[src/rtl/axi_boundary_burst_splitter.sv]
// ---------------------------------------------------------------------------
// axi_boundary_burst_splitter
//
// Takes one transfer request (start address, byte count, channel ID) and
// emits it as a sequence of segments. No segment crosses a 2^BOUND_LOG2 byte
// boundary, and no segment is larger than MAX_MTU bytes. The channel ID is
// carried through untouched so the downstream read/write command generators
// can steer on it.
//
// Ports:
//   clk, reset              rising-edge clock, synchronous active-high reset
//   req_valid/req_ready     request handshake; req_ready is high only in IDLE
//   req_addr/bytes/id       request start address, total bytes, channel tag
//   seg_valid/seg_ready     segment handshake; fields hold while stalled
//   seg_addr/bytes/id       segment start address, size (1..MAX_MTU), tag
//   seg_first/last/idx      position of the segment within its request
//   busy                    a request is being split
//   done                    high during the handshake of the last segment
//   zero_len_err            one-cycle pulse when a zero-byte request is dropped
// ---------------------------------------------------------------------------
module axi_boundary_burst_splitter #(
    parameter int ADDR_W     = 64,
    parameter int LEN_W      = 16,
    parameter int BOUND_LOG2 = 12,
    parameter int MAX_MTU    = 512,
    parameter int ID_W       = 2,
    localparam int SEG_W     = $clog2(MAX_MTU) + 1
) (
    input  logic              clk,
    input  logic              reset,
    input  logic              req_valid,
    output logic              req_ready,
    input  logic [ADDR_W-1:0] req_addr,
    input  logic [LEN_W-1:0]  req_bytes,
    input  logic [ID_W-1:0]   req_id,
    output logic              seg_valid,
    input  logic              seg_ready,
    output logic [ADDR_W-1:0] seg_addr,
    output logic [SEG_W-1:0]  seg_bytes,
    output logic [ID_W-1:0]   seg_id,
    output logic              seg_first,
    output logic              seg_last,
    output logic [LEN_W-1:0]  seg_idx,
    output logic              busy,
    output logic              done,
    output logic              zero_len_err
);

    // Width wide enough to compare the remaining count, the distance to the
    // next boundary (which can equal the full boundary span) and the MTU.
    localparam int CMP_W = (LEN_W > BOUND_LOG2 + 1) ? LEN_W : BOUND_LOG2 + 1;
    localparam logic [BOUND_LOG2:0] BND_SPAN = {1'b1, {BOUND_LOG2{1'b0}}};
    localparam logic [CMP_W-1:0]    MTU_X    = CMP_W'(MAX_MTU);

    typedef enum logic {IDLE, SPLIT} state_t;

    state_t            state;
    logic [LEN_W-1:0]  rem;

    logic              accept;
    logic              seg_hs;
    logic [SEG_W-1:0]  acc_size;
    logic [ADDR_W-1:0] nxt_addr;
    logic [LEN_W-1:0]  nxt_rem;
    logic [SEG_W-1:0]  nxt_size;

    // Size of the segment starting at address a with r bytes still to go:
    // min(r, bytes to next boundary, MAX_MTU). The result always fits in
    // SEG_W because it never exceeds MAX_MTU.
    function automatic logic [SEG_W-1:0] seg_size(input logic [ADDR_W-1:0] a,
                                                  input logic [LEN_W-1:0]  r);
        logic [BOUND_LOG2:0] to_bound;
        logic [CMP_W-1:0]    r_x;
        logic [CMP_W-1:0]    tb_x;
        logic [CMP_W-1:0]    m;
        to_bound = BND_SPAN - {1'b0, a[BOUND_LOG2-1:0]};
        r_x      = CMP_W'(r);
        tb_x     = CMP_W'(to_bound);
        m        = r_x;
        if (tb_x < m)  m = tb_x;
        if (MTU_X < m) m = MTU_X;
        return m[SEG_W-1:0];
    endfunction

    assign req_ready = (state == IDLE);
    assign busy      = (state == SPLIT);
    assign accept    = req_valid && req_ready;
    assign seg_hs    = seg_valid && seg_ready;
    // Gated by reset so a handshake coinciding with reset never reports done.
    assign done      = seg_hs && seg_last && !reset;

    assign acc_size  = seg_size(req_addr, req_bytes);
    // Address arithmetic wraps naturally at 2^ADDR_W.
    assign nxt_addr  = seg_addr + ADDR_W'(seg_bytes);
    assign nxt_rem   = rem - LEN_W'(seg_bytes);
    assign nxt_size  = seg_size(nxt_addr, nxt_rem);

    always_ff @(posedge clk) begin
        if (reset) begin
            state        <= IDLE;
            rem          <= '0;
            seg_valid    <= 1'b0;
            seg_addr     <= '0;
            seg_bytes    <= '0;
            seg_id       <= '0;
            seg_first    <= 1'b0;
            seg_last     <= 1'b0;
            seg_idx      <= '0;
            zero_len_err <= 1'b0;
        end else begin
            zero_len_err <= 1'b0;
            case (state)
                IDLE: begin
                    if (accept) begin
                        if (req_bytes == '0) begin
                            zero_len_err <= 1'b1;
                        end else begin
                            state     <= SPLIT;
                            rem       <= req_bytes;
                            seg_valid <= 1'b1;
                            seg_addr  <= req_addr;
                            seg_bytes <= acc_size;
                            seg_id    <= req_id;
                            seg_first <= 1'b1;
                            seg_last  <= (CMP_W'(acc_size) == CMP_W'(req_bytes));
                            seg_idx   <= '0;
                        end
                    end
                end
                SPLIT: begin
                    // Output fields only move on a handshake, so they stay
                    // frozen for as long as the consumer stalls.
                    if (seg_hs) begin
                        if (seg_last) begin
                            state     <= IDLE;
                            seg_valid <= 1'b0;
                            seg_first <= 1'b0;
                            seg_last  <= 1'b0;
                        end else begin
                            rem       <= nxt_rem;
                            seg_addr  <= nxt_addr;
                            seg_bytes <= nxt_size;
                            seg_first <= 1'b0;
                            seg_last  <= (CMP_W'(nxt_size) == CMP_W'(nxt_rem));
                            seg_idx   <= seg_idx + LEN_W'(1);
                        end
                    end
                end
                default: state <= IDLE;
            endcase
        end
    end

endmodule

[config.mk]
export PLATFORM = sky130hd
export DESIGN_NAME = axi_boundary_burst_splitter
export DESIGN_NICKNAME = d
export VERILOG_FILES = /design/src/rtl/axi_boundary_burst_splitter.sv
export SDC_FILE = /design/constraint.sdc
export NUM_CORES = 1
export LEC_CHECK = 0
export CORE_ASPECT_RATIO = 1.25
export CORE_UTILIZATION = 48
export CTS_CLUSTER_SIZE = 25
export DETAILED_ROUTE_END_ITERATION = 10
export HOLD_SLACK_MARGIN = 0.1
export PLACE_DENSITY = 0.79
export SETUP_SLACK_MARGIN = 0.4
export SYNTH_ARGS = -nofsm -noshare
export SYNTH_HDL_FRONTEND = slang
export SYNTH_SLANG_ARGS = --single-unit
[constraint.sdc]
create_clock -name clk -period 4.6 [get_ports clk]
set_input_delay 0.46 -clock clk [delete_from_list [all_inputs] [get_ports clk]]
set_output_delay 0.46 -clock clk [all_outputs]
set_load 0.05 [all_outputs]
[Word level (Yosys, flattened, before mapping)]
Index checks and enable logic that the tools add are counted.
Word-level totals
  register bits: 113
  word-level logic and storage cells: 82
  input bits: 86
Operators by class
  reductions and logical operators: 11
  bitwise gates (word level): 3
  eq/ne operators: 7
  add/subtract/negate cells: 5
  mux-type cells: 42
  order comparisons: 4
Operator list (number)
  $mux W64: 4
  $mux W16: 10
  $pmux W64 S2: 1
  $add A64 B10 Y64: 1
  $pmux W16 S2: 2
  $mux W10: 6
  $eq A10 B16 Y1: 2
  $lt A10 B16 Y1 const A: 2
  $lt A13 B16 Y1: 2
  $sub A13 B12 Y13 const A: 2
  $pmux W10 S2: 1
  $add A16 B1 Y16 const B: 1
  $logic_not A16 Y1: 1
  $sub A16 B10 Y16: 1
  $mux W1: 14
  $pmux W1 S2: 4
  $reduce_and A4 Y1: 2
  $ne A2 B2 Y1 const B: 3
  $reduce_and A3 Y1: 2
  $logic_and A1 B1 Y1: 4
  $ne A2 B1 Y1 const B: 2
  $not A1 Y1: 3
  $reduce_or A3 Y1: 1
  $logic_not A1 Y1: 1

[Longest topological paths before layout]
Gate-level depths: netlist (run 1).
  word-level depth: 10
  mapped depth: 22
  mapped depth without buffers: 20

[Worst setup path before layout (run 1)]
No wires, ideal clock.
  path kind: reg2reg
  from: register seg_bytes[0]
  to: register seg_last
  arrival time: 4676 ps
  data required time: 4484 ps
  slack: -191 ps
  stages on the path, launching flop included: 19
  buffers on the path: 0
  cell sequence: dfxtp_1 > ha_1 > inv_1 > fa_1 > nand2b_1 > a211oi_2 > o21ai_1 > a2111oi_4 > nand3b_1 > xor2_1 > ha_1 > a211oi_1 > o21ai_0 > o22a_1 > and3_1 > nor3_2 > a21oi_1 > o32a_1 > a31o_1
On the way
  cells in the longest elaborated chain, start to end: 10
  elaborated cells on any way between the ends: 11
Ends and longest elaborated chain
  from (decl): line 39  | output logic [SEG_W-1:0] seg_bytes,
  from (signal assigned): line 122  | seg_bytes <= acc_size;
  from (signal assigned): line 142  | seg_bytes <= nxt_size;
  $add A64 B10 Y64: line 94  | assign nxt_addr = seg_addr + ADDR_W'(seg_bytes);
  $sub A13 B12 Y13: line 76  | to_bound = BND_SPAN - {1'b0, a[BOUND_LOG2-1:0]};
  $lt A13 B16 Y1: line 80  | if (tb_x < m) m = tb_x;
  $mux W16: line 80
  $lt A10 B16 Y1: line 81  | if (MTU_X < m) m = MTU_X;
  $mux W10: line 81
  $eq A10 B16 Y1 *: line 144  | seg_last <= (CMP_W'(nxt_size) == CMP_W'(nxt_rem));
  $mux W1 *: line 134  | if (seg_last) begin
  $mux W1 *: line 133  | if (seg_hs) begin
  $pmux W1 S2 *: line 112  | case (state)
  to (signal assigned): line 125  | seg_last <= (CMP_W'(acc_size) == CMP_W'(req_bytes));
  to (signal assigned): line 144
  to (decl): line 42  | output logic seg_last,
Mark *: on every way between the ends. The rest lies on a longest branch, timed or not. The select of a mux whose other input is x is not followed.
A chain may end at the register's enable or synchronous reset.

[Final worst setup path (run 1)]
Ends and elaborated chain as after synthesis.

==> results.md, run 1 <==
- Initial antenna violation count: 0
- Most frequent cells in the layout: 183 x clkdlybuf4s50_1, 132 x nand2_1, 124 x nor2_1, 102 x dfxtp_1, 99 x a21oi_1
- Worst path bufs/invs: 2
- Worst slew pin tran: approximately 1100 ps
- Most common cell after layout, fill and taps aside: clkdlybuf4s50_1
- Worst hold slack: approximately 460 ps
- Cells after Synth: around 1.2k
- First-pass GRT wire length: a little under 50 mm
- Net count after synthesis: ~1.3k
- Slew Limit Headroom: 0.267
- Overall routed net length: approximately 30 mm
- Max FO, Critical Path: 5
- IO Pins: 185
- Share of cells above drive strength 1: 0.128
- Worst Setup SP: seg_bytes[0]
- WS Path Type: register to register
- Placed Area: 11300 sq um
- Largest net degree at the start of global routing: between 100 and 150
- Critical Path Sink: seg_last
- Core Util, Final: 0.661
- Critical Path AT: approximately 4700 ps
- Worst path top cell family by delay: compound AO/OA/AOI/OAI gates
- Via count: 10.1k
- Hpwl dp: 21.7 mm
- Clk Latency, worst-skew pair: about 430 ps
- Total Routing Usage GR: 0.323
- Layout Skew: between 10 and 15 ps
- CP max-delay cell: xnor2_1
- CTS tree: done
- Worst-case reg-to-reg path depth: 19
- Peak supply drop: 0.316 mV
- Number of enable flip-flop cells after synthesis: 0
- Final #Nets: around 1.5k
- Clock Path Buffers: 2
- Chip height: approximately 150 um
- Die area: approximately 19000 sq um
- Synth-to-Final Area Change: 34.8%
- Register area share after synthesis: 0.254
- Routed vias/inst: about 6.2
- WP data required: around 5000 ps
- CTS H-Tree Depth: 4
- Vias in the first global route: roughly 9.6k
- Yosys warnings: 0
- Num rows: between 50 and 60
- F_max: 228 MHz
- Clk sinks: roughly 110
- Lkg Pwr: 4.62 nW
- Post-synth cell types: a little under 90
- N_diodes: 0
- Synth Register Bits: between 100 and 150
- Critical Path Max Stage Delay: about 430 ps
- Clk root buf: clkbuf_16
- Setup crit start kind: register
- Power Dens Cells: around 330 nW/um^2
- Core ar.: ~18000 sq um
- Total clock buffers created by CTS: 17
- WL per Instance: approximately 18 um
- Chip width: 124 um
- Hold Path Class: register to register
- Setup TNS: 0 ps
- R2R Setup Slk: between 200 and 250 ps
- RSZ-0062 raised after global routing: true
- DRC violations left: 0
- Dominant synthesized flop cell: dfxtp_1
- Max Cap Viol: 0
- CP Capture Type: register
- Syn Std Cell Area: 8910 sq um
- Final Total Pwr: roughly 4.0 mW
- Avg Cell Area, Syn: 7.39 sq um
- GR Overflow Total: 0
- Fillers: ~1.6k
- Minimum clock period after layout: between 4000 and 5000 ps
- Status: finished clean
- CTS Hold Buffers Added: 0
- Worst-path cell chain: ha_4 -> inv_2 -> fa_2 -> nand2b_4 -> a211oi_4 -> buf_4 -> o21a_1 -> nor2_1 -> xnor2_1 -> ha_1 -> and4_1 -> a21oi_2 -> a31oi_1 -> o22a_1 -> and3_4 -> nor3_4 -> a21oi_1 -> o32a_1 -> a31o_1
- Crit Reg-Reg Startpoint: seg_bytes[0]
- Asr flop ratio synth: 0
- R2r endpoint: seg_last
- Final critical-path share of the clock period: 0.953
- Iteration-0 DRC Markers: between 600 and 700
- Endpoints failing setup: 0
- Clk pin slew, worst setup/hold paths: about 60 ps
- Detailed Routing Iterations Pass 1: 6
- Final Wtd Congestion: roughly 0.96
- Initial Utilization: 0.491
- Critical path depth in cells: 19
- Final ANT Viol Nets: 0
- Final max-slew violation count: 0
- Number of port buffers: around 180
- Final Hold Fails: 0
- Layout Cell Area excl Fill: 12000 sq um
-- worst min path at each step --
| stage | from | endpoint | depth (start not counted) |
|---|---|---|---|
| 3_5_place_dp | rem[0] | rem[0] | 2 |
| 2_1_floorplan | rem[0] | rem[0] | 2 |
| 4_1_cts | reset | seg_bytes[8] | 2 |
| 6_report | rem[0] | rem[0] | 2 |
| 5_1_grt | rem[0] | rem[0] | 2 |
| 3_3_place_gp | rem[0] | rem[0] | 2 |
-- tightest hold or removal path: cells and delay by family, from the launching register on --
kind,cells,cell delay (ps)
compound gates,1,50
simple gates,1,50
flops,1,310
-- power by group --
group	switching (mW)	total, mW	internal [mW]
clock network	0.528	1.22	0.692
registers	0.0788	1.12	1.05
logic	0.974	1.64	0.665
total	1.58	3.98	2.40
-- sequential cells by signal (all words and copies together) (netlist names) --
name	cells
seg_bytes	10
seg_addr	64
seg_idx	16
seg_valid	1
rem	16
seg_first	1
seg_id	2
zero_len_err	1
busy	1
seg_last	1
-- synthesized netlist by cell type, drive strengths merged (4+ instances only) --
| cell | count | area [sq um] |
|---|---|---|
| nand2 | 132 | 495 |
| nor2 | 129 | 492 |
| dfxtp | 113 | 2260 |
| a21oi | 105 | 541 |
| o21ai | 75 | 375 |
| inv | 59 | 221 |
| clkbuf | 51 | 191 |
| ha | 47 | 588 |
| a211oi | 44 | 335 |
| nand3 | 38 | 190 |
| nor3 | 38 | 211 |
| and3 | 28 | 175 |
| xor2 | 28 | 260 |
| nand4 | 21 | 131 |
| mux2i | 20 | 200 |
| xnor2 | 19 | 166 |
| a31oi | 17 | 106 |
| buf | 17 | 91.3 |
| a22oi | 16 | 120 |
| or3 | 14 | 92.6 |
| a21o | 13 | 97.6 |
| o22ai | 13 | 81.3 |
| o211ai | 12 | 95.1 |
| nand2b | 9 | 56.3 |
| nor2b | 9 | 56.3 |
| o31ai | 8 | 60.1 |
| and4 | 7 | 61.3 |
| o2111ai | 7 | 61.3 |
| o21a | 7 | 52.6 |
| or2 | 7 | 43.8 |
| or4 | 7 | 60.1 |
| a21boi | 6 | 48.8 |
| a2bb2oi | 6 | 52.6 |
| and2 | 6 | 37.5 |
| nor4 | 6 | 43.8 |
| a221oi | 5 | 50.0 |
| mux2 | 5 | 56.3 |
| nor3b | 5 | 42.5 |
| a2111oi | 4 | 66.3 |
| a32oi | 4 | 35.0 |
| o221ai | 4 | 41.3 |
-- through the flow --
step	setup slack, ps	instances
after floorplan	335	1206
after global placement	120	1605
after detailed placement	14.1	1605
after CTS	391	1644
after global routing	80.9	1647
final	215	1647
-- per-layer routing --
metal / share of wire / GRT usage
met4: 0.053 / 0.189
met3: 0.069 / 0.0701
met5: 0 / 0
met1: 0.39 / 0.376
met2: 0.49 / 0.537
-- final cells by class --
type,instances,area [sq um],share of cell area
sequential,113,2290,0.190
tap,228,285,0.0237
clock buffer,18,429,0.0357
multi-input combinational,967,6360,0.529
inverter,59,221,0.0184
clock inverter,14,106,0.00885
timing repair buffer,248,2320,0.193
-- cells by family after synthesis --
group / share of synthesized area
AND/OR/NAND/NOR: 0.255
AO/OA/AOI/OAI: 0.288
buffers and inverters: 0.0566
flip-flops: 0.254
adder cells (fa/ha/maj): 0.0705
XOR/XNOR: 0.0479
multiplexers: 0.0288
-- repair_timing --
| item | CTS | global route |
|---|---|---|
| endpoints found under the setup margin | 11 | 11 |
| cloned | 0 | 1 |
| hold endpoints to repair | 0 | 0 |
| pin swaps | 2 | 10 |
| gates resized for setup | 13 | 14 |
| buffers inserted | 7 | 2 |
Power figures use the tool's default switching activity.
==> inputs of run 2 (changes only) <==
--- a/config.mk
+++ b/config.mk
@@ -10,7 +10,7 @@
 export CTS_CLUSTER_SIZE = 25
 export DETAILED_ROUTE_END_ITERATION = 10
 export HOLD_SLACK_MARGIN = 0.1
-export PLACE_DENSITY = 0.79
+export PLACE_DENSITY = 0.76
 export SETUP_SLACK_MARGIN = 0.4
 export SYNTH_ARGS = -nofsm -noshare
 export SYNTH_HDL_FRONTEND = slang
==> results.md, run 2 (synthesized netlist as in run 1, its figures left out) <==
- Status: finished clean (unchanged)
- Die area: 19100 sq um (unchanged)
- Most common cell after layout, fill and taps aside: clkdlybuf4s50_1 (unchanged)
- Final Hold Fails: 0 (unchanged)
- RSZ-0062 raised after global routing: true (unchanged)
- Final #Nets: 1535 (was 1541)
- GR Overflow Total: 0 (unchanged)
- Largest net degree at the start of global routing: 114 (was 106)
- Iteration-0 DRC Markers: 834 (was 634)
- Layout Skew: 11.0 ps (was 11.3 ps)
- Synth-to-Final Area Change: 35.3% (was 34.8%)
- Worst-path cell chain: ha_4 -> inv_2 -> fa_2 -> nand2b_4 -> a211oi_4 -> o21ai_2 -> a2111oi_4 -> buf_4 -> nand3b_1 -> xor2_2 -> ha_1 -> a211oi_2 -> o21ai_1 -> o22a_1 -> and3_4 -> nor3_4 -> a21oi_1 -> o32a_1 -> a31o_1 (was ha_4 -> inv_2 -> fa_2 -> nand2b_4 -> a211oi_4 -> buf_4 -> o21a_1 -> nor2_1 -> xnor2_1 -> ha_1 -> and4_1 -> a21oi_2 -> a31oi_1 -> o22a_1 -> and3_4 -> nor3_4 -> a21oi_1 -> o32a_1 -> a31o_1)
- Initial antenna violation count: 0 (unchanged)
- Num rows: 55 (unchanged)
- Lkg Pwr: 4.65 nW (was 4.62 nW)
- Worst slew pin tran: 1210 ps (was 1100 ps)
- Hold Path Class: register to register (unchanged)
- Peak supply drop: 0.351 mV (was 0.316 mV)
- Chip height: 154 um (unchanged)
- Minimum clock period after layout: 4290 ps (was 4380 ps)
- CTS tree: done (unchanged)
- Max FO, Critical Path: 5 (unchanged)
- Hpwl dp: 21.8 mm (was 21.7 mm)
- Critical path depth in cells: 19 (unchanged)
- Power Dens Cells: 351 nW/um^2 (was 332 nW/um^2)
- Number of port buffers: 184 (unchanged)
- Setup TNS: 0 ps (unchanged)
- Layout Cell Area excl Fill: 12100 sq um (was 12000 sq um)
- Setup crit start kind: register (unchanged)
- Worst path top cell family by delay: compound AO/OA/AOI/OAI gates (unchanged)
- Endpoints failing setup: 0 (unchanged)
- Final max-slew violation count: 0 (unchanged)
- Worst-case reg-to-reg path depth: 19 (unchanged)
- Most frequent cells in the layout: 183 x clkdlybuf4s50_1, 132 x nand2_1, 125 x nor2_1, 102 x dfxtp_1, 99 x a21oi_1 (was 183 x clkdlybuf4s50_1, 132 x nand2_1, 124 x nor2_1, 102 x dfxtp_1, 99 x a21oi_1)
- Share of cells above drive strength 1: 0.122 (was 0.128)
- Total clock buffers created by CTS: 17 (unchanged)
- DP Worst Slack: 50.3 ps (was 14.1 ps)
- WS Path Type: register to register (unchanged)
- Hold path depth: 2 (unchanged)
- Max Cap Viol: 0 (unchanged)
- WP data required: 4920 ps (was 4930 ps)
- Clock Path Buffers: 2 (unchanged)
- Initial Utilization: 0.491 (unchanged)
- Largest register FFs: 64 (unchanged)
- First-pass GRT wire length: 47.4 mm (was 48.6 mm)
- Setup ws final: 315 ps (was 215 ps)
- IO Pins: 185 (unchanged)
- Clk pin slew, worst setup/hold paths: 60 ps (about the same)
- Overall routed net length: 30.0 mm (was 30.1 mm)
- CTS Hold Buffers Added: 0 (unchanged)
- Total Routing Usage GR: 0.314 (was 0.323)
- Core Util, Final: 0.664 (was 0.661)
- WL per Instance: 18.3 um (about the same)
- CP Capture Type: register (unchanged)
- F_max: 233 MHz (was 228 MHz)
- Worst hold slack: 456 ps (was 458 ps)
- Vias in the first global route: 9291 (was 9597)
- CTS H-Tree Depth: 4 (unchanged)
- Clk root buf: clkbuf_16 (unchanged)
- Clk Latency, worst-skew pair: 420 ps (was 430 ps)
- Placed Area: 11200 sq um (was 11300 sq um)
- Chip width: 124 um (unchanged)
- R2R Setup Slk: 310 ps (was 220 ps)
- Final ANT Viol Nets: 0 (unchanged)
- Largest Register: seg_addr (unchanged)
- Critical Path AT: 4600 ps (was 4710 ps)
- Critical Path Max Stage Delay: 360 ps (was 430 ps)
- N_diodes: 0 (unchanged)
- Final critical-path share of the clock period: 0.932 (was 0.953)
- Core ar.: 18200 sq um (unchanged)
- Via count: 9926 (was 10.1k)
- CP max-delay cell: dfxtp_4 (was xnor2_1)
- DRC violations left: 0 (unchanged)
- Routed vias/inst: 6.05 (was 6.16)
- Clk sinks: 113 (unchanged)
- Slew Limit Headroom: 0.193 (was 0.267)
- Detailed Routing Iterations Pass 1: 5 (was 6)
- Worst path bufs/invs: 2 (unchanged)
- Top flop regs: seg_addr x64, rem x16, seg_idx x16 (unchanged)
- Final Wtd Congestion: 0.982 (was 0.964)
[run 2: cell types whose count changed in the layout (fill, tap and decap cells not counted), sizes merged]
| cell | change |
|---|---|
| bufinv | +4 |
| clkinvlp | -3 |
| a21o | -1 |
| buf | -5 |
| inv | -1 |
[run 2: worst register-to-register path, stage by stage (launching register included)]
cell and delay [ps]:
dfxtp_4 360, ha_4 140, inv_2 40, fa_2 340, nand2b_4 180, a211oi_4 280
o21ai_2 160, a2111oi_4 330, buf_4 220, nand3b_1 130, xor2_2 180, ha_1 310
a211oi_2 180, o21ai_1 90, o22a_1 200, and3_4 220, nor3_4 250, a21oi_1 100
o32a_1 300, a31o_1 170
[run 2: power breakdown]
part           switching (mW)  leakage, nW  internal, mW
Combinational           0.973         3.40         0.675
Sequential             0.0756        0.933          1.05
Clock                   0.529        0.312         0.930
Total                    1.58         4.65          2.65
[run 2: final timing paths]
check,start,endpoint
hold reg to reg,rem[2],rem[2]
setup / recovery,seg_bytes[0],seg_last
hold / removal,rem[2],rem[2]
setup reg to reg,seg_bytes[0],seg_last
[run 2: repair_timing]
item	CTS	global route
setup buffers	6	2
cloned	0	0
setup endpoints to repair	11	11
resized for setup	18	4
pin swaps	7	0
[run 2: layout make-up]
type                    instances  area (sq um)
well taps                     228           285
flip-flops and latches        113          2290
repair buffers                243          2290
clock inverters                14           203
fillers                      1576          6100
multi-input cells             966          6340
inverters                      59           221
clock buffers                  18           439
[run 2: through the flow]
stage,std cells,power (mW)
after floorplan,1206,2.19
after global routing,1641,4.42
after detailed placement,1601,2.69
after global placement,1601,2.67
after CTS,1639,4.20
final,1641,4.23
[run 2: metal layers]
layer,vias up,global-route usage,routed length [um]
met2,395,0.531,14800
met4,0,0.162,1450
li1,4838,-,-
met5,-,0,0
met3,99,0.0715,1880
met1,4594,0.363,11900
